===== config.mk =====
export PLATFORM = sky130hd
export DESIGN_NAME = usb_tx_serializer
export DESIGN_NICKNAME = d
export VERILOG_FILES = /design/src/rtl/usb_tx_pkg.sv /design/src/rtl/usb_nrzi_stuffer.sv /design/src/rtl/usb_tx_serializer.sv
export SDC_FILE = /design/constraint.sdc
export NUM_CORES = 1
export LEC_CHECK = 0
export BUFFER_PORTS_ARGS = -buffer_cell sky130_fd_sc_hd__buf_4
export CAP_MARGIN = 5
export CORE_ASPECT_RATIO = 1.1
export CORE_UTILIZATION = 45
export CTS_BUF_LIST = sky130_fd_sc_hd__clkbuf_4
export CTS_CLUSTER_SIZE = 28
export DETAILED_ROUTE_END_ITERATION = 10
export GPL_TIMING_DRIVEN = 1
export HOLD_SLACK_MARGIN = 0.06
export PLACE_DENSITY = 0.66
export SLEW_MARGIN = 5
export SYNTH_ARGS = -nofsm -noshare
export SYNTH_HDL_FRONTEND = slang
export SYNTH_HIERARCHICAL = 1
export SYNTH_SLANG_ARGS = --single-unit

===== constraint.sdc =====
create_clock -name clk -period 2.3 [get_ports clk]
set_input_delay 0.115 -clock clk [delete_from_list [all_inputs] [get_ports clk]]
set_output_delay 0.115 -clock clk [all_outputs]
set_load 0.005 [all_outputs]

===== src/rtl/usb_tx_pkg.sv =====
// Shared definitions for the full-speed USB transmit serializer: FSM states,
// protocol constants and the {dp, dm} line-state encodings.
package usb_tx_pkg;

    typedef enum logic [2:0] {
        IDLE,
        SYNC,
        DATA,
        EOP_SE0,
        EOP_J
    } tx_state_e;

    localparam logic [7:0] SYNC_BYTE    = 8'h80;
    localparam int         STUFF_LIMIT  = 6;
    localparam int         EOP_SE0_BITS = 2;

    // Line states packed as {dp, dm}
    localparam logic [1:0] LINE_J   = 2'b10;
    localparam logic [1:0] LINE_K   = 2'b01;
    localparam logic [1:0] LINE_SE0 = 2'b00;

    function automatic logic [1:0] nrzi_line(input logic level_j);
        return level_j ? LINE_J : LINE_K;
    endfunction

endpackage


===== src/rtl/usb_nrzi_stuffer.sv =====
// NRZI level register plus bit-stuff run counter. The level is 1 for J and 0
// for K. Stall requests one inserted 0 bit on the next advance.
module usb_nrzi_stuffer
    import usb_tx_pkg::*;
(
    input  logic clk,
    input  logic rst_n,
    input  logic adv,
    input  logic bit_in,
    input  logic clr,
    output logic level,
    output logic stall
);

    localparam logic [2:0] STUFF_MAX = 3'(STUFF_LIMIT);

    logic [2:0] ones_cnt;

    assign stall = (ones_cnt == STUFF_MAX);

    always_ff @(posedge clk or negedge rst_n) begin
        if (!rst_n) begin
            level    <= 1'b1;
            ones_cnt <= '0;
        end else if (clr) begin
            level    <= 1'b1;
            ones_cnt <= '0;
        end else if (adv) begin
            // A stuffed bit is a 0, so it toggles just like a data 0
            if (stall || !bit_in) begin
                level    <= ~level;
                ones_cnt <= '0;
            end else begin
                ones_cnt <= ones_cnt + 3'd1;
            end
        end
    end

endmodule


===== src/rtl/usb_tx_serializer.sv =====
// Full-speed USB transmit serializer: one-byte holding buffer, SYNC, LSB-first
// NRZI data with bit stuffing, and SE0/SE0/J end-of-packet.
module usb_tx_serializer
    import usb_tx_pkg::*;
(
    input  logic       clk,
    input  logic       rst_n,
    input  logic       bit_tick,
    input  logic [7:0] tx_data,
    input  logic       tx_valid,
    input  logic       tx_last,
    output logic       tx_ready,
    output logic       dp_out,
    output logic       dm_out,
    output logic       oe_out,
    output logic       busy,
    output logic       tx_underrun
);

    localparam logic [1:0] EOP_LAST = 2'(EOP_SE0_BITS - 1);

    tx_state_e  state, state_nxt;
    logic [7:0] hold_data, hold_data_nxt;
    logic       hold_full, hold_full_nxt;
    logic       hold_last, hold_last_nxt;
    logic       pkt_closed, pkt_closed_nxt;
    logic [7:0] sh_data, sh_data_nxt;
    logic [3:0] sh_cnt, sh_cnt_nxt;
    logic       sh_last, sh_last_nxt;
    logic [1:0] eop_cnt, eop_cnt_nxt;
    logic       line_active, line_active_nxt;
    logic       ready_q, ready_nxt;
    logic       underrun_q, underrun_nxt;

    logic       st_adv, st_bit, st_clr;
    logic       nrzi_level, stuff_stall;
    logic       accept;
    logic [1:0] line;

    usb_nrzi_stuffer u_stuffer (
        .clk    (clk),
        .rst_n  (rst_n),
        .adv    (st_adv),
        .bit_in (st_bit),
        .clr    (st_clr),
        .level  (nrzi_level),
        .stall  (stuff_stall)
    );

    assign accept = tx_valid && ready_q;

    always_ff @(posedge clk or negedge rst_n) begin
        if (!rst_n) begin
            state       <= IDLE;
            hold_data   <= '0;
            hold_full   <= 1'b0;
            hold_last   <= 1'b0;
            pkt_closed  <= 1'b0;
            sh_data     <= '0;
            sh_cnt      <= '0;
            sh_last     <= 1'b0;
            eop_cnt     <= '0;
            line_active <= 1'b0;
            ready_q     <= 1'b0;
            underrun_q  <= 1'b0;
        end else begin
            state       <= state_nxt;
            hold_data   <= hold_data_nxt;
            hold_full   <= hold_full_nxt;
            hold_last   <= hold_last_nxt;
            pkt_closed  <= pkt_closed_nxt;
            sh_data     <= sh_data_nxt;
            sh_cnt      <= sh_cnt_nxt;
            sh_last     <= sh_last_nxt;
            eop_cnt     <= eop_cnt_nxt;
            line_active <= line_active_nxt;
            ready_q     <= ready_nxt;
            underrun_q  <= underrun_nxt;
        end
    end

    always_comb begin
        state_nxt       = state;
        hold_data_nxt   = hold_data;
        hold_full_nxt   = hold_full;
        hold_last_nxt   = hold_last;
        pkt_closed_nxt  = pkt_closed;
        sh_data_nxt     = sh_data;
        sh_cnt_nxt      = sh_cnt;
        sh_last_nxt     = sh_last;
        eop_cnt_nxt     = eop_cnt;
        line_active_nxt = line_active;
        underrun_nxt    = 1'b0;
        st_adv          = 1'b0;
        st_bit          = 1'b1;
        st_clr          = 1'b0;

        if (accept) begin
            hold_data_nxt = tx_data;
            hold_full_nxt = 1'b1;
            hold_last_nxt = tx_last;
            if (tx_last) begin
                pkt_closed_nxt = 1'b1;
            end
        end

        case (state)
            IDLE: begin
                // Arming is the only transition that does not wait for a tick
                if (accept) begin
                    state_nxt   = SYNC;
                    sh_data_nxt = SYNC_BYTE;
                    sh_cnt_nxt  = 4'd8;
                    sh_last_nxt = 1'b0;
                end
            end
            SYNC, DATA: begin
                if (bit_tick) begin
                    line_active_nxt = 1'b1;
                    if (stuff_stall) begin
                        st_adv = 1'b1;
                    end else if (sh_cnt != 4'd0) begin
                        st_adv      = 1'b1;
                        st_bit      = sh_data[0];
                        sh_data_nxt = {1'b0, sh_data[7:1]};
                        sh_cnt_nxt  = sh_cnt - 4'd1;
                    end else if (hold_full) begin
                        // Next byte's bit 0 goes out on the same tick it is loaded
                        st_adv        = 1'b1;
                        st_bit        = hold_data[0];
                        sh_data_nxt   = {1'b0, hold_data[7:1]};
                        sh_cnt_nxt    = 4'd7;
                        sh_last_nxt   = hold_last;
                        hold_full_nxt = 1'b0;
                        state_nxt     = DATA;
                    end else begin
                        st_clr         = 1'b1;
                        state_nxt      = EOP_SE0;
                        eop_cnt_nxt    = '0;
                        pkt_closed_nxt = 1'b1;
                        underrun_nxt   = !sh_last;
                    end
                end
            end
            EOP_SE0: begin
                if (bit_tick) begin
                    if (eop_cnt == EOP_LAST) begin
                        state_nxt = EOP_J;
                    end else begin
                        eop_cnt_nxt = eop_cnt + 2'd1;
                    end
                end
            end
            EOP_J: begin
                if (bit_tick) begin
                    state_nxt       = IDLE;
                    line_active_nxt = 1'b0;
                    pkt_closed_nxt  = 1'b0;
                end
            end
            default: begin
                state_nxt = IDLE;
            end
        endcase
    end

    assign ready_nxt = !hold_full_nxt && !pkt_closed_nxt;

    always_comb begin
        line = LINE_J;
        case (state)
            SYNC, DATA: line = nrzi_line(nrzi_level);
            EOP_SE0:    line = LINE_SE0;
            default:    line = LINE_J;
        endcase
    end

    assign dp_out      = line[1];
    assign dm_out      = line[0];
    assign oe_out      = line_active;
    assign busy        = (state != IDLE);
    assign tx_ready    = ready_q;
    assign tx_underrun = underrun_q;

endmodule


### After elaboration in Yosys (flattened, before gate mapping)

Index checks and enable logic that the tools add are counted.

* bits in registers: 36
* input bits: 13
* output and inout port bits: 6
* logic and storage cells: 136

* add/subtract/negate cells: 3
* eq/ne operators: 17
* muxes and demuxes: 79
* bitwise operators: 1
* reduce and logical (&&, ||, !) cells: 22

Operator list (count)
* $mux W1: 44
* $mux W8: 5
* $mux W3: 10
* $mux W4: 5
* $ne A2 B2 Y1 const B: 10
* $pmux W8 S2: 1
* $mux W2: 7
* $reduce_and A7 Y1: 2
* $pmux W3 S4: 1
* $reduce_bool A2 Y1: 5
* $pmux W2 S2: 2
* $pmux W4 S2: 1
* $eq A3 B2 Y1 const B: 2
* $eq A3 B3 Y1 const B: 2
* $pmux W1 S2: 3
* $reduce_and A6 Y1: 1
* $reduce_and A5 Y1: 1
* $logic_not A1 Y1: 4
* $reduce_bool A4 Y1: 1
* $sub A4 B1 Y4 const B: 1
* $add A3 B1 Y3 const B: 1
* $eq A3 B1 Y1 const B: 1
* $logic_not A3 Y1: 1
* $ne A3 B3 Y1 const B: 1
* other kinds (9): 10

### Longest topological paths before layout

* depth after elaboration: 10
* mapped depth: 10
* gate-level depth less buffers: 9

### Cells and area by module

The synthesis kept the hierarchy.

By module, submodules not included
* usb_tx_serializer: instances 1, cells an instance 159, area each 1702.9 µm², seq. area each 800.8 µm²
* usb_nrzi_stuffer: instances 1, cells an instance 23, area each 239.0 µm², seq. area each 101.3 µm²

### Least setup slack after synthesis

Ideal clock, no wire load.

* kind: register to register
* start: reg sh_cnt[0]
* end: reg u_stuffer.level
* library setup time: 0.088 ns
* data arrival time: 2.131 ns
* required time: 2.212 ns
* setup slack: 0.081 ns
* stages on the path, launching flop included: 10
* path buffers: 1
* period minus slack after synthesis: 2.219 ns
* cells stage by stage: dfrtp_1 -> inv_1 -> ha_1 -> or3b_1 -> buf_6 -> or3_4 -> nor2b_1 -> inv_2 -> nor3_2 -> or3b_1

* elaborated cells between the ends (all ways): 19
* classes of those cells: mux: 13; reduce/logical: 6

RTL lines
* from (decl): RTL line usb_tx_serializer.sv:28 `logic [3:0] sh_cnt, sh_cnt_nxt;`
* from (signal assigned): RTL line usb_tx_serializer.sv:73 `sh_cnt <= sh_cnt_nxt;`
* $reduce_bool A4 Y1: RTL line usb_tx_serializer.sv:122 `end else if (sh_cnt != 4'd0) begin`
* $mux W1: RTL line usb_tx_serializer.sv:122
* $mux W1: RTL line usb_tx_serializer.sv:120 `if (stuff_stall) begin`
* $mux W1: RTL line usb_tx_serializer.sv:118 `if (bit_tick) begin`
* $mux W1: RTL line usb_tx_serializer.sv:107 `case (state)`
* net st_adv: RTL line usb_tx_serializer.sv:35 `logic st_adv, st_bit, st_clr;`
* $reduce_bool A2 Y1 (no line)
* $reduce_and A2 Y1 (no line)
* to (signal assigned): RTL line usb_nrzi_stuffer.sv:31 `level <= ~level;`
* to (decl): RTL line usb_nrzi_stuffer.sv:11 `output logic level,`

The timed path passes the listed nets, and every way through them passes these cells.
A chain may end at the register's enable or synchronous reset.

### Final worst setup path

Same ends and word-level chain as after synthesis.

==> results_dict.tcl <==
set metrics [dict create \
    status "completed" \
    grt_pass1_wl_microns 6760 \
    ys_ff_latch 36 \
    r2r-end "u_stuffer/level$_DFFE_PN1P_" \
    p_leak_nw 1.05 \
    multiInputGateArea_sq_um 956 \
    vias 1479 \
    maxSlewViolCount 0 \
    cts.clk_slew.worst_paths_ns 0.10 \
    cts_resized 0 \
    drc 0 \
    cts_tree "built" \
    fin_total_pwr_mw 3.30 \
    synth_edf_count 0 \
    endpoint "u_stuffer/level$_DFFE_PN1P_" \
    die-area_sq_mm 0.00458 \
    cts.sinks 36 \
    post_dp_cell_area_sq_mm 0.00216 \
    grt_max_degree 37 \
    diodes 0 \
    synth.yosys.seq_area_share 0.465 \
    avgSynthCellArea_sq_um 10.7 \
    ys_types 50 \
    clockBufferDepth 2 \
    relSlewSlack 0.699 \
    grt_usage 0.198 \
    gp_congestion 0.821 \
    cts_root_buf "clkbuf_4" \
    dieHeight_microns 70.9 \
    syn_to_final_growth_pct 19.4 \
    setup_viol 0 \
    h-tree-depth 2 \
    drt_iter0_drc 65 \
    register_area_sq_um 902 \
    cts_hold_buf 10 \
    rsz0062_at_grt "no" \
    cts_setup_buffers 0 \
    final_cell_area_sq_mm 0.00232 \
    portBuffers 18 \
    cap_violations 0 \
    cts_buffers 5 \
    post-route-period-util 0.957 \
    crit_type "flop to flop" \
    holdCritPathClass "input pin to flop" \
    via_per_inst 5.48 \
    grt_pass1_vias 1459 \
    p_per_area_mw_per_mm2 1420 \
    hpwl_microns 2790 \
    ir_worst_vdd_uv 757 \
    cp-start-kind "flop" \
    final_cell_mix "35 x dfrtp_1, 26 x nand2_1, 24 x buf_4, 12 x a21oi_1" \
    core_sq_mm 0.00405 \
    finalHoldViolCount 0 \
    critical_path.startpoint "sh_cnt[0]$_DFFE_PN0P_" \
    fin_skew_ns 0.0138 \
    worstSkewPairLatency_ns 0.34 \
    grt.overflow.total 0 \
    final_core_util 0.572 \
    final_cells 270 \
    placed_cells_incl_taps 252 \
    syn_nets 199 \
    fillCellCount 354 \
    io_pins 19 \
    totalWireLength_microns 3960 \
    final.min_clock_period_ns 2.20 \
    end_kind "flop" \
    critical_path.max_fanout 5 \
    synthCells 182 \
    final_antenna_net_count 0 \
    final_common_cell "dfrtp_1" \
    r2r_cells 8 \
    wl_per_cell_microns 14.7 \
    nets 234 \
    synth_area_sq_mm 0.00194 \
    max_freq_mhz 454 \
    yosysWarnings 6 \
    cp.arrival_ns 2.47 \
    die_width_microns 64.6 \
    ys.flop_type "dfrtp_1" \
    initial_core_util 0.479 \
    dr.pass1.iters 4 \
    grt_antenna_before_repair 0 \
    worst-r2r-setup-slack_ns 0.1 \
    r2r-start "sh_cnt[0]$_DFFE_PN0P_" \
    rows 24 \
    worst_pin_slew_ns 0.451 \
    drive_gt1_frac 0.289 \
    required_ns 2.57 \
    fin_tns_setup_ns 0 \
    async_flop_share 1.00 \
]
per-layer routing:
metal / vias up / track usage / share of wire / wire length (microns)
met5: - / 0 / 0 / 0
met4: 0 / 0.0741 / 0.013 / 53
li1: 716 / - / - / -
met3: 7 / 0.0516 / 0.038 / 149
met2: 35 / 0.344 / 0.51 / 2010
met1: 721 / 0.232 / 0.44 / 1740
sequential cells by signal, summed over array words and instances (netlist names), 2 cells and up:
name,cells
u_stuffer/ones_cnt,3
sh_cnt,4
state,3
sh_data,8
hold_data,8
eop_cnt,2
worst max-delay path: stages, from the launching register on:
cell and delay, ns:
dfrtp_1 0.40, inv_1 0.08, ha_1 0.22, or3b_1 0.38, or3_4 0.37, nor2b_1 0.19
inv_2 0.11, nor3_2 0.05, or3b_1 0.34
area by class of cell:
type,count,share of cell area
clock inverter,1,0.00378
inverter,9,0.0146
sequential,36,0.389
tap,52,0.0281
timing repair buffer,35,0.130
clock buffer,7,0.0227
multi-input combinational,130,0.412
per-stage QoR:
stage	setup WS, ns	hold WS [ns]
after detailed placement	0.102	0.0967
after global placement	0.175	0.0906
final	0.0990	0.142
after CTS	0.0990	0.120
after global routing	0.00148	0.144
after floorplan	0.0806	-0.181
power by group:
part,switching (mW),total [mW],internal [mW]
clock network,0.199,0.346,0.146
logic,0.877,1.78,0.907
registers,0.250,1.17,0.917
worst min-delay path by stage:
stage | start | end | slack [ns] | cells past startpoint
after floorplan | rst_n | eop_cnt[0]$_DFFE_PN0P_ | -0.18 | 0
after global placement | rst_n | tx_underrun$_DFF_PN0_ | 0.09 | 1
after detailed placement | rst_n | oe_out$_DFFE_PN0P_ | 0.1 | 1
after CTS | tx_valid | pkt_closed$_DFF_PN0_ | 0.12 | 3
after global routing | tx_valid | pkt_closed$_DFF_PN0_ | 0.14 | 3
final | tx_valid | pkt_closed$_DFF_PN0_ | 0.14 | 3
synthesized netlist by cell type (2+ instances only):
cell / n / area share
o2bb2ai_1: 2 / 0.0090
inv_1: 8 / 0.015
clkbuf_1: 2 / 0.0039
or3b_1: 2 / 0.0090
o21ai_0: 4 / 0.010
o21ai_1: 4 / 0.010
buf_6: 2 / 0.012
dfrtp_1: 35 / 0.45
buf_4: 2 / 0.0077
mux2_2: 10 / 0.058
a2111o_1: 2 / 0.012
nand3_1: 6 / 0.015
nor2_1: 10 / 0.019
mux2_1: 2 / 0.012
mux2_4: 8 / 0.062
nor2b_1: 3 / 0.0097
nor3b_2: 2 / 0.013
a21oi_1: 12 / 0.031
o211ai_1: 3 / 0.012
ha_1: 4 / 0.026
and3_1: 2 / 0.0064
nand2_1: 26 / 0.050
nand3b_1: 2 / 0.0077
o22ai_1: 3 / 0.0097
logic make-up (layout without fill, tap and decap cells):
group	count (synthesis)	count (layout)	synth area share
AO/OA/AOI/OAI	40	40	0.144
XOR/XNOR	2	2	0.0129
adder cells (fa/ha/maj)	5	5	0.0309
buffers and inverters	16	52	0.0432
flip-flops	36	36	0.465
multiplexers	21	21	0.137
AND/OR/NAND/NOR	62	62	0.168
Note: power is estimated with default switching activity, not from simulation.
